### src/rtl/accessor_if.sv
// Data-memory bus between the accessor (master) and the memory (slave).
// Handshake: the master raises mem_valid with mem_addr/mem_wstrb/mem_wdata and
// holds all of them stable until a rising edge where mem_ready is high; that edge
// completes the transfer, and mem_rdata is meaningful only in that cycle.
// mem_ready while mem_valid is low carries no meaning and is ignored.
interface accessor_if;
   logic        mem_valid;
   logic        mem_ready;
   logic [31:0] mem_addr;
   logic [3:0]  mem_wstrb;
   logic [31:0] mem_wdata;
   logic [31:0] mem_rdata;

   modport master (
      output mem_valid,
      output mem_addr,
      output mem_wstrb,
      output mem_wdata,
      input  mem_ready,
      input  mem_rdata
   );

   modport slave (
      input  mem_valid,
      input  mem_addr,
      input  mem_wstrb,
      input  mem_wdata,
      output mem_ready,
      output mem_rdata
   );
endinterface

### src/rtl/accessor.sv
// Memory-access pipeline stage: issues loads/stores on the data bus, aligns and
// extends load data, traps misaligned accesses and hands results to writeback.
module accessor (
   input  logic                clk,
   input  logic                reset,
   input  logic                executor_valid,
   output logic                executor_ready,
   input  logic [3:0]          executor_op,
   input  logic [4:0]          executor_rd,
   input  logic [31:0]         executor_rd_data,
   input  logic [31:0]         executor_addr,
   input  logic [31:0]         executor_store_data,
   accessor_if.master          bus,
   output logic                accessor_valid,
   output logic [4:0]          accessor_rd,
   output logic [31:0]         accessor_rd_data,
   output logic                accessor_trap,
   output logic                state_dbg
);

   localparam logic [3:0] OP_LB  = 4'd1;
   localparam logic [3:0] OP_LH  = 4'd2;
   localparam logic [3:0] OP_LW  = 4'd3;
   localparam logic [3:0] OP_LBU = 4'd4;
   localparam logic [3:0] OP_LHU = 4'd5;
   localparam logic [3:0] OP_SB  = 4'd6;
   localparam logic [3:0] OP_SH  = 4'd7;
   localparam logic [3:0] OP_SW  = 4'd8;

   typedef enum logic {
      IDLE = 1'b0,
      MEM  = 1'b1
   } state_t;

   state_t      state;
   logic [3:0]  op_q;
   logic [4:0]  rd_q;
   logic [1:0]  lane_q;

   function automatic logic is_load(input logic [3:0] op);
      return (op == OP_LB) || (op == OP_LH) || (op == OP_LW) ||
             (op == OP_LBU) || (op == OP_LHU);
   endfunction

   function automatic logic is_store(input logic [3:0] op);
      return (op == OP_SB) || (op == OP_SH) || (op == OP_SW);
   endfunction

   function automatic logic is_misaligned(input logic [3:0] op, input logic [1:0] a);
      logic r;
      r = 1'b0;
      case (op)
         OP_LH, OP_LHU, OP_SH: r = a[0];
         OP_LW, OP_SW:         r = (a != 2'b00);
         default:              r = 1'b0;
      endcase
      return r;
   endfunction

   function automatic logic [3:0] store_strobe(input logic [3:0] op, input logic [1:0] a);
      logic [3:0] s;
      s = 4'b0000;
      case (op)
         OP_SB:   s = 4'b0001 << a;
         OP_SH:   s = a[1] ? 4'b1100 : 4'b0011;
         OP_SW:   s = 4'b1111;
         default: s = 4'b0000;
      endcase
      return s;
   endfunction

   function automatic logic [31:0] store_data(input logic [3:0] op, input logic [31:0] d);
      logic [31:0] w;
      w = 32'd0;
      case (op)
         OP_SB:   w = {4{d[7:0]}};
         OP_SH:   w = {2{d[15:0]}};
         OP_SW:   w = d;
         default: w = 32'd0;
      endcase
      return w;
   endfunction

   // Picks the addressed lane of the returned word and widens it to 32 bits.
   function automatic logic [31:0] load_result(input logic [3:0] op, input logic [1:0] lane,
                                               input logic [31:0] rdata);
      logic [31:0] shifted;
      logic [7:0]  b;
      logic [15:0] h;
      logic [31:0] r;
      shifted = rdata >> {lane, 3'b000};
      b = shifted[7:0];
      h = lane[1] ? rdata[31:16] : rdata[15:0];
      r = 32'd0;
      case (op)
         OP_LB:   r = {{24{b[7]}}, b};
         OP_LBU:  r = {24'd0, b};
         OP_LH:   r = {{16{h[15]}}, h};
         OP_LHU:  r = {16'd0, h};
         OP_LW:   r = rdata;
         default: r = 32'd0;
      endcase
      return r;
   endfunction

   assign executor_ready = reset && (state == IDLE);
   assign state_dbg      = state;

   always_ff @(posedge clk or negedge reset) begin
      if (!reset) begin
         state            <= IDLE;
         op_q             <= 4'd0;
         rd_q             <= 5'd0;
         lane_q           <= 2'd0;
         bus.mem_valid    <= 1'b0;
         bus.mem_addr     <= 32'd0;
         bus.mem_wstrb    <= 4'd0;
         bus.mem_wdata    <= 32'd0;
         accessor_valid   <= 1'b0;
         accessor_rd      <= 5'd0;
         accessor_rd_data <= 32'd0;
         accessor_trap    <= 1'b0;
      end else begin
         accessor_valid <= 1'b0;
         accessor_trap  <= 1'b0;
         case (state)
            IDLE: begin
               if (executor_valid) begin
                  if (!is_load(executor_op) && !is_store(executor_op)) begin
                     accessor_valid   <= 1'b1;
                     accessor_rd      <= executor_rd;
                     accessor_rd_data <= executor_rd_data;
                  end else if (is_misaligned(executor_op, executor_addr[1:0])) begin
                     accessor_trap    <= 1'b1;
                     accessor_rd      <= 5'd0;
                     accessor_rd_data <= 32'd0;
                  end else begin
                     op_q          <= executor_op;
                     rd_q          <= executor_rd;
                     lane_q        <= executor_addr[1:0];
                     bus.mem_valid <= 1'b1;
                     bus.mem_addr  <= {executor_addr[31:2], 2'b00};
                     bus.mem_wstrb <= store_strobe(executor_op, executor_addr[1:0]);
                     bus.mem_wdata <= store_data(executor_op, executor_store_data);
                     state         <= MEM;
                  end
               end
            end
            MEM: begin
               // Request fields stay untouched here so they remain stable until accepted.
               if (bus.mem_ready) begin
                  bus.mem_valid    <= 1'b0;
                  accessor_valid   <= 1'b1;
                  accessor_rd      <= is_store(op_q) ? 5'd0 : rd_q;
                  accessor_rd_data <= load_result(op_q, lane_q, bus.mem_rdata);
                  state            <= IDLE;
               end
            end
            default: state <= IDLE;
         endcase
      end
   end

endmodule

### src/flat_wrapper.sv
// flat-port wrapper written by rule: the top's interface ports become plain ports
module accessor_flat 
  (clk, reset, executor_valid, executor_ready, executor_op, executor_rd, executor_rd_data, executor_addr, executor_store_data, accessor_valid, accessor_rd, accessor_rd_data, accessor_trap, state_dbg, bus_mem_valid, bus_mem_addr, bus_mem_wstrb, bus_mem_wdata, bus_mem_ready, bus_mem_rdata);
  accessor_if bus_i ();
  input  logic clk;
  input  logic reset;
  input  logic executor_valid;
  output logic executor_ready;
  input  logic [3:0] executor_op;
  input  logic [4:0] executor_rd;
  input  logic [31:0] executor_rd_data;
  input  logic [31:0] executor_addr;
  input  logic [31:0] executor_store_data;
  output logic accessor_valid;
  output logic [4:0] accessor_rd;
  output logic [31:0] accessor_rd_data;
  output logic accessor_trap;
  output logic state_dbg;
  output wire logic [$bits(bus_i.mem_valid)-1:0] bus_mem_valid;
  output wire logic [$bits(bus_i.mem_addr)-1:0] bus_mem_addr;
  output wire logic [$bits(bus_i.mem_wstrb)-1:0] bus_mem_wstrb;
  output wire logic [$bits(bus_i.mem_wdata)-1:0] bus_mem_wdata;
  input wire logic [$bits(bus_i.mem_ready)-1:0] bus_mem_ready;
  input wire logic [$bits(bus_i.mem_rdata)-1:0] bus_mem_rdata;
  assign bus_mem_valid = bus_i.mem_valid;
  assign bus_mem_addr = bus_i.mem_addr;
  assign bus_mem_wstrb = bus_i.mem_wstrb;
  assign bus_mem_wdata = bus_i.mem_wdata;
  assign bus_i.mem_ready = bus_mem_ready;
  assign bus_i.mem_rdata = bus_mem_rdata;
  accessor u_core (.clk(clk), .reset(reset), .executor_valid(executor_valid), .executor_ready(executor_ready), .executor_op(executor_op), .executor_rd(executor_rd), .executor_rd_data(executor_rd_data), .executor_addr(executor_addr), .executor_store_data(executor_store_data), .bus(bus_i), .accessor_valid(accessor_valid), .accessor_rd(accessor_rd), .accessor_rd_data(accessor_rd_data), .accessor_trap(accessor_trap), .state_dbg(state_dbg));
endmodule
### config.mk
export PLATFORM = sky130hd
export DESIGN_NAME = accessor_flat
export DESIGN_NICKNAME = d
export VERILOG_FILES = /design/src/rtl/accessor_if.sv /design/src/rtl/accessor.sv /design/src/flat_wrapper.sv
export SDC_FILE = /design/constraint.sdc
export NUM_CORES = 1
export LEC_CHECK = 0
export ABC_AREA = 1
export BUFFER_PORTS_ARGS = -buffer_cell sky130_fd_sc_hd__buf_2
export CORE_MARGIN = 4
export CORE_UTILIZATION = 25
export DETAILED_ROUTE_END_ITERATION = 7
export GPL_TIMING_DRIVEN = 1
export PLACE_DENSITY = 0.5
export SETUP_SLACK_MARGIN = 0.4
export SLEW_MARGIN = 20
export SYNTH_ARGS = -nofsm -noshare
export SYNTH_HDL_FRONTEND = slang
export SYNTH_SLANG_ARGS = --single-unit
### constraint.sdc
create_clock -name clk -period 4.22 [get_ports clk]
set_input_delay 0.422 -clock clk [delete_from_list [all_inputs] [get_ports clk]]
set_output_delay 0.422 -clock clk [all_outputs]
set_load 0.02 [all_outputs]
Word level (Yosys, flattened, before mapping). Index checks and enable logic that the tools add are counted. W data, S select, Z words.

Bitwise operators: 3. Mux-type cells: 38. Shift operators: 2. Magnitude comparators: 0. Multiply operators: 0. Reductions and logical operators: 18. Add/sub/neg operators: 0. Equal/unequal tests: 21. Div/mod/pow operators: 0.

Operator list (number): $pmux W32 S5 (1); $mux W32 (4); $pmux W32 S3 (1); $pmux W32 S2 (1); $eq A4 B3 Y1 const B (8); $shr A32 B5 Y8 (1); $mux W5 (5); $mux W1 (18); $eq A4 B2 Y1 const B (4); $mux W16 (1); $pmux W4 S3 (1); $pmux W5 S2 (1); $eq A4 B1 Y1 const B (2); $eq A4 B4 Y1 const B (2); $logic_or A1 B1 Y1 (8); $ne A2 B2 Y1 const B (4); $pmux W1 S2 (4); $reduce_and A4 Y1 (2); $mux W4 (1); $shl A1 B2 Y4 const A (1); $ne A3 B3 Y1 const B (1); $not A1 Y1 (3); $reduce_and A3 Y1 (1); $reduce_or A3 Y1 (1); other kinds (4) (6).

Bits in writable memories: 0. ROM bits: 0. Bits in latches: 0. Bits of input ports: 141. Memories: 0. Flip-flop bits (word level): 118.

Depth between registers and ports, before layout. Gate-level depths: netlist of the first run.

Word-level depth: 14. Mapped depth: 13. Depth with buffers taken out: 12.

Worst setup path before layout of the first run. OpenSTA, ideal clock, no wires.

Path type: input to register. From: input port executor_op[0]. To: register u_core.bus.mem_addr[10]. Cell stages on the path: 10. Library setup time: 116 ps. Path slack: 2577 ps. Arrival: 1526 ps. Data required time: 4104 ps. Path through: nor2_1 > nand3_2 > nand2_2 > nand2_4 > nor2_8 > nand2_4 > buf_6 > buf_6 > nand2_1 > nand2_1.

Cells in the longest elaborated chain, start to end: 9. Elaborated cells between the ends (all ways): 26. Classes of those cells: 8 x eq/ne; 4 x mux; 2 x bitwise; 12 x reduce/logical.

RTL lines: from (decl) (RTL line flat_wrapper.sv:9) `input logic [3:0] executor_op;`; branches (longest 8 deep; another with $eq A4 B3 Y1); $reduce_and A4 Y1 (no source line) (*); to (signal assigned) (RTL line accessor.sv:142) `bus.mem_addr <= {executor_addr[31:2], 2'b00};`; to (decl) (RTL line accessor_if.sv:16) `output mem_addr,`.

Mark *: on every way between the ends. The select of a mux whose other input is x is not followed. A chain may end at the register's enable or synchronous reset.

Worst setup path in the final report of the first run.
From: input port executor_op[1]. To: register u_core.op_q[1].

Cells in the longest elaborated chain, start to end: 9. Elaborated cells between the ends (all ways): 26. Classes of those cells: 8 x eq/ne; 4 x mux; 2 x bitwise; 12 x reduce/logical.

RTL lines: branches (longest 9 deep; another with $eq A4 B3 Y1); to (signal assigned) (RTL line accessor.sv:138) `op_q <= executor_op;`; to (decl) (RTL line accessor.sv:36) `logic [3:0] op_q;`.

Several ways; the timed one is not identified. The select of a mux whose other input is x is not followed.

==> out/qor.yml, run 1 <==
run_status:
  status: "finished clean"
clock_tree:
  cts_made_buffers: 17
  ctsResizeCount: 0
  postCtsSetupBuffers: 0
  cts.path.max_buffers: 2
  clkSlewWorstSetupHoldPaths_ps: 70
  cts_sinks: 118
  htree_levels: 4
  cts_tree: "yes"
  clkLatencyLatePin_ps: 430
  cts_root_buf: "clkbuf_16"
floorplanning:
  dieArea_um2: 27700
  num_rows: 57
  initial_core_util_pct: 25.6
  die_h_um: 166
  core_um2: 24500
  ios: 251
  fp.dieW_um: 166
logic_synthesis:
  synthTopCellsByArea: "dfrtp_1 (47%), nand2_1 (31%), inv_1 (3.0%)"
  synth-adder-area-share_pct: 0
  synth_top_area_share_pct: 47.1
  syn_avg_cell_area_um2: 7.01
  synth_cell_types: 28
  synth_xor_area_share_pct: 0
  synthFlopType: "dfrtp_1"
  synth_area_leader_cell: "dfrtp_1"
  synth-compound-area-share_pct: 8.14
  ys_warn_count: 0
  yosysMostFrequentCell: "nand2_1"
  synth_area_um2: 6270
  synthMuxAreaShare_pct: 0
  synth-edff-count: 0
  synth_cells: 894
  ys_async_sr_fraction_pct: 100
  ys_top_cells_by_count: "nand2_1 (512), dfrtp_1 (118), inv_1 (50)"
  synth-simple-area-share_pct: 37.3
  yosysSeqAreaShare_pct: 47.1
  synth_top_family_by_area: "simple AND/OR/NAND/NOR gates"
  yosys_register_bits: 118
sta:
  period_minus_slack_ps: 2180
  drv_slew: 0
  fin_crit_sh_pct: 51.6
  slew-limit-headroom_pct: 33.5
  rsz0062_at_grt: "false"
  hold_violations: 0
  skew_ps: 13.0
  hold-worst-slack_ps: 185
  max_freq_ghz: 0.460
  setup_viol: 0
  fin_tns_setup_ps: 0
  worstMarginPinSlew_ps: 997
final_layout:
  drive_above_1_share_pct: 26.7
  final_net_count: 1266
  area_growth_pct: 33.3
  finalInstanceArea_um2: 8360
  antenna-diode-count: 0
place:
  port_buffers: 248
  place_congestion: 0.825
  dp_hpwl_um: 15900
  postPlaceCellArea_um2: 7710
critical_path:
  path_class: "in -> reg"
  cp-start-kind: "primary input"
  cp_cell_sequence: "buf_2 -> nor2_1 -> nand3_2 -> nand2_2 -> nand2_4 -> nor3_4 -> buf_4 -> o21ai_0"
  cp_top_family: "simple AND/OR/NAND/NOR gates"
  crit_arrival_ps: 2470
  endpoint_kind: "flop"
  max_stage_delay_ps: 570
  crit_fanout: 40
  cp_num_buf_inv: 2
  critPathRequiredTime_ps: 4510
  worst_path_max_delay_cell: "nor3_4"
route:
  first_pass_iters: 5
  via_per_inst: 4.40
  num_vias: 6434
  drc: 0
  drt-initial-drc-count: 377
  drt-total-wl_um: 22500
  wl_per_cell_um: 15.4
  postRouteAntennaNets: 0
job:
  maxCapViolCount: 0
grt:
  gr-total-overflow: 0
  grt_pass1_wl_um: 35200
  grt.total_usage_pct: 15.9
  first_global_vias: 6324
  grt_max_degree: 99
  antenna_found_initial: 3
power_and_ir_drop:
  ir_drop_v: 0.000237
  power.leakage_nw: 4.92
  p_per_area_nw_per_um2: 523
worst_hold_path:
  min-delay-path-class: "in -> reg"
worst min-delay path: cells and delay by family:
family,cells,cell delay [ps]
buf+inv,1,80
simple gates,2,80
metal layers:
metal	GRT usage (%)	routed length, µm
met5	0	31
met4	3.63	204
met3	5.62	1840
met2	25.4	10200
met1	20.8	10100
final timing paths:
path / start / endpoint / slack, ps / cells after the start
setup / recovery: executor_op[1] / u_core.op_q[1]$_DFFE_PN0P_ / 2040 / 8
hold / removal: executor_addr[14] / u_core.bus.mem_addr[14]$_DFFE_PN0P_ / 190 / 3
setup reg to reg: u_core.state_dbg$_DFF_PN0_ / u_core.op_q[1]$_DFFE_PN0P_ / 2220 / 5
hold reg to reg: u_core.bus.mem_wstrb[2]$_DFFE_PN0P_ / u_core.bus.mem_wstrb[2]$_DFFE_PN0P_ / 470 / 2
max in group asynchronous: reset / u_core.bus.mem_wstrb[3]$_DFFE_PN0P_ / 2410 / 3
min in group asynchronous: reset / u_core.accessor_rd_data[10]$_DFFE_PN0P_ / 490 / 2
through the flow:
stage / setup slack (ps) / cells / total power (W) / util (%)
detailed placement: 1560 / 1428 / 0.00288 / 31.5
global placement: 1600 / 1428 / 0.00287 / 31.5
global route: 1800 / 1462 / 0.00466 / 34.2
CTS: 1980 / 1461 / 0.00443 / 34.0
finish: 2040 / 1462 / 0.00437 / 34.2
floorplan: 2580 / 895 / 0.00237 / -
state kept, by name, summed over array words and instances (netlist names):
| name | cells |
|---|---|
| u_core.bus.mem_wdata | 32 |
| u_core.state_dbg | 1 |
| u_core.bus.mem_wstrb | 4 |
| u_core.accessor_rd | 5 |
| u_core.accessor_valid | 1 |
| u_core.bus.mem_valid | 1 |
| u_core.rd_q | 5 |
| u_core.accessor_rd_data | 32 |
| u_core.accessor_trap | 1 |
| u_core.lane_q | 2 |
| u_core.op_q | 4 |
| u_core.bus.mem_addr | 30 |
cells by family (layout without fill, tap and decap cells):
| kind of cell | count (synthesis) | count (layout) |
|---|---|---|
| AND/OR/NAND/NOR | 587 | 587 |
| buffers and inverters | 100 | 343 |
| other | 1 | 2 |
| flip-flops | 118 | 118 |
| AO/OA/AOI/OAI | 88 | 88 |
layout make-up:
type                            count  area, µm²
Clock buffer                       18        439
Clock inverter                     14        166
Fill cell                        2735      16100
Inverter                           56        210
Multi-Input combinational cell    677       2860
Sequential cell                   118       2950
Tap cell                          324        405
Timing Repair Buffer              255       1320
layout by cell type (no fill, tap or decap), drive strengths merged:
cell,synthesis,routed
a21oi,20,20
a22oi,5,5
a32o,8,8
buf,38,254
bufinv,0,2
clkbuf,6,18
clkinv,2,6
clkinvlp,0,3
conb,1,2
dfrtp,118,118
dlygate4sd3,0,1
inv,54,59
nand2,517,517
nand3,37,37
nand3b,1,1
nor2,31,31
nor3,1,1
o211ai,1,1
o21ai,54,54
power by group:
part | leakage [nW] | switching [W] | internal (W)
registers | 1.54 | 0.000139 | 0.00137
clock network | 0.288 | 0.000617 | 0.000902
logic | 3.10 | 0.000915 | 0.000428
total | 4.92 | 0.00167 | 0.00270
timing repair:
item | in CTS | in global routing
hold buffers | 1 | 0
endpoints found under the hold margin | 47 | 0
endpoints found under the setup margin | 0 | 0
Power figures use the tool's default switching activity.
==> inputs of run 2 (changes only) <==
PLACE_DENSITY = 0.51   (was 0.5)
clock period = 2 ns   (was 4.22 ns; I/O delays follow)
==> out/qor.yml, run 2 (same netlist as run 1, synthesis figures left out) <==
run_status:
  status: "finished clean"
route:
  drt-initial-drc-count: 373
  wl_per_cell_um: 15.5
  drc: 0
  drt-total-wl_um: 23500
  num_vias: 6689
  first_pass_iters: 5
  postRouteAntennaNets: 0
  via_per_inst: 4.42
final_layout:
  fillers: 2670
  regArea_um2: 2960
  final_cell_mix: "nand2_1 (505), buf_2 (247), dfrtp_1 (115)"
  instances_no_fill: 1515
  drive_above_1_share_pct: 29.2
  final_net_count: 1318
  reg.largest.list: "u_core.accessor_rd_data: 32 flops, u_core.bus.mem_wdata: 32 flops, u_core.bus.mem_addr: 30 flops"
  multi_input_area_um2: 3000
  fin_util_pct: 37.1
  area_growth_pct: 44.8
  final_common_cell: "nand2_1"
clock_tree:
  cts_made_buffers: 17
  cts.path.max_buffers: 2
  htree_levels: 4
  cts_sinks: 118
  cts_root_buf: "clkbuf_16"
  clkSlewWorstSetupHoldPaths_ps: 60
  cts_tree: "yes"
  clkLatencyLatePin_ps: 420
sta:
  setup_viol: 0
  period_minus_slack_ps: 1520
  max_freq_ghz: 0.656
  worstMarginPinSlew_ps: 697
  timing.final.ws_setup_ps: 475
  fin_crit_sh_pct: 76.2
  slew-limit-headroom_pct: 53.5
  fin_tns_setup_ps: 0
  drv_slew: 0
  hold-worst-slack_ps: 16.4
  skew_ps: 14.4
  rsz0062_at_grt: "true"
  hold_violations: 0
floorplanning:
  die_h_um: 166
  initial_core_util_pct: 25.6
  dieArea_um2: 27700
  core_um2: 24500
  ios: 251
  num_rows: 57
  fp.dieW_um: 166
power_and_ir_drop:
  ir_drop_v: 0.000465
  p_per_area_nw_per_um2: 1070
  power.leakage_nw: 5.26
grt:
  antenna_found_initial: 2
  grt.total_usage_pct: 16.6
  first_global_vias: 6816
  grt_max_degree: 119
  gr-total-overflow: 0
  grt_pass1_wl_um: 37200
place:
  placed_cells: 1446
  dp_hpwl_um: 16100
  place_congestion: 0.807
  place_ws_ps: 172
  port_buffers: 248
critical_path:
  cp-start-kind: "flop"
  cp_cell_sequence: "buf_12 -> nor2_1 -> buf_2"
  worst_path_max_delay_cell: "dfrtp_1"
  critPathRequiredTime_ps: 1800
  endpoint_kind: "output pin"
  path_class: "reg -> out"
  max_stage_delay_ps: 430
  crit_arrival_ps: 1320
  crit_fanout: 36
worst_hold_path:
  min-delay-path-class: "in -> reg"
job:
  maxCapViolCount: 0
-- run 2: changes by cell type in the layout (fill, tap and decap cells not counted), sizes merged --
cell / previous run / this run
clkinvlp: 3 / 2
dlygate4sd3: 1 / 30
bufinv: 2 / 3
clkinv: 6 / 7
nand2: 517 / 520
buf: 254 / 273
diode: 0 / 1
inv: 59 / 58
clkbuf: 18 / 19
-- run 2: cell type report --
cell class                 count  area share (%)
multi-input combinational    680            33.0
clock inverter                14            2.10
inverter                      56            2.43
clock buffer                  18            4.84
tap                          324            4.47
antenna                        1          0.0276
sequential                   118            32.6
timing repair buffer         304            20.6
-- run 2: final timing paths --
kind	startpoint	to	slack [ps]	cells past startpoint
min in group asynchronous	reset	u_core.accessor_rd_data[18]$_DFFE_PN0P_	430	3
min	executor_addr[4]	u_core.bus.mem_addr[4]$_DFFE_PN0P_	20	3
max	u_core.state_dbg$_DFF_PN0_	executor_ready	480	3
max in group asynchronous	reset	u_core.bus.mem_wstrb[2]$_DFFE_PN0P_	1020	3
min reg2reg	u_core.bus.mem_valid$_DFFE_PN0P_	u_core.bus.mem_valid$_DFFE_PN0P_	470	2
max reg2reg	u_core.state_dbg$_DFF_PN0_	u_core.bus.mem_wdata[6]$_DFFE_PN0P_	510	7
-- run 2: power by group --
group / leakage [nW] / switching (W) / internal (W)
Sequential: 1.53 / 0.000312 / 0.00290
Combinational: 3.42 / 0.00207 / 0.00110
Clock: 0.306 / 0.00129 / 0.00203
-- run 2: layer usage --
metal	up-vias	part of all wire [%]	track usage, %
li1	3341	-	-
met5	-	0.11	0
met3	23	7.9	5.17
met4	4	1.3	3.91
met1	3064	44	21.2
met2	257	47	27.8
-- run 2: what timing repair did --
action / CTS / global route
endpoints found under the setup margin: 34 / 38
setup buffers: 0 / 2
gates resized for setup: 14 / 27
cloned: 3 / 1
pin swaps: 2 / 7
endpoints found under the hold margin: 147 / 0
hold buffers: 30 / 0
-- run 2: critical path, delay by kind of cell (launching register included) --
kind / cells / cell delay (ps)
buf+inv: 2 / 360
simple gates: 1 / 100
flops: 1 / 430
-- run 2: metrics by stage --
stage | power (W) | area (µm²)
2_1_floorplan | 0.00500 | 6280
3_3_place_gp | 0.00618 | 7940
3_5_place_dp | 0.00619 | 7940
4_1_cts | 0.00973 | 8930
5_1_grt | 0.0103 | 9070
6_report | 0.00970 | 9080
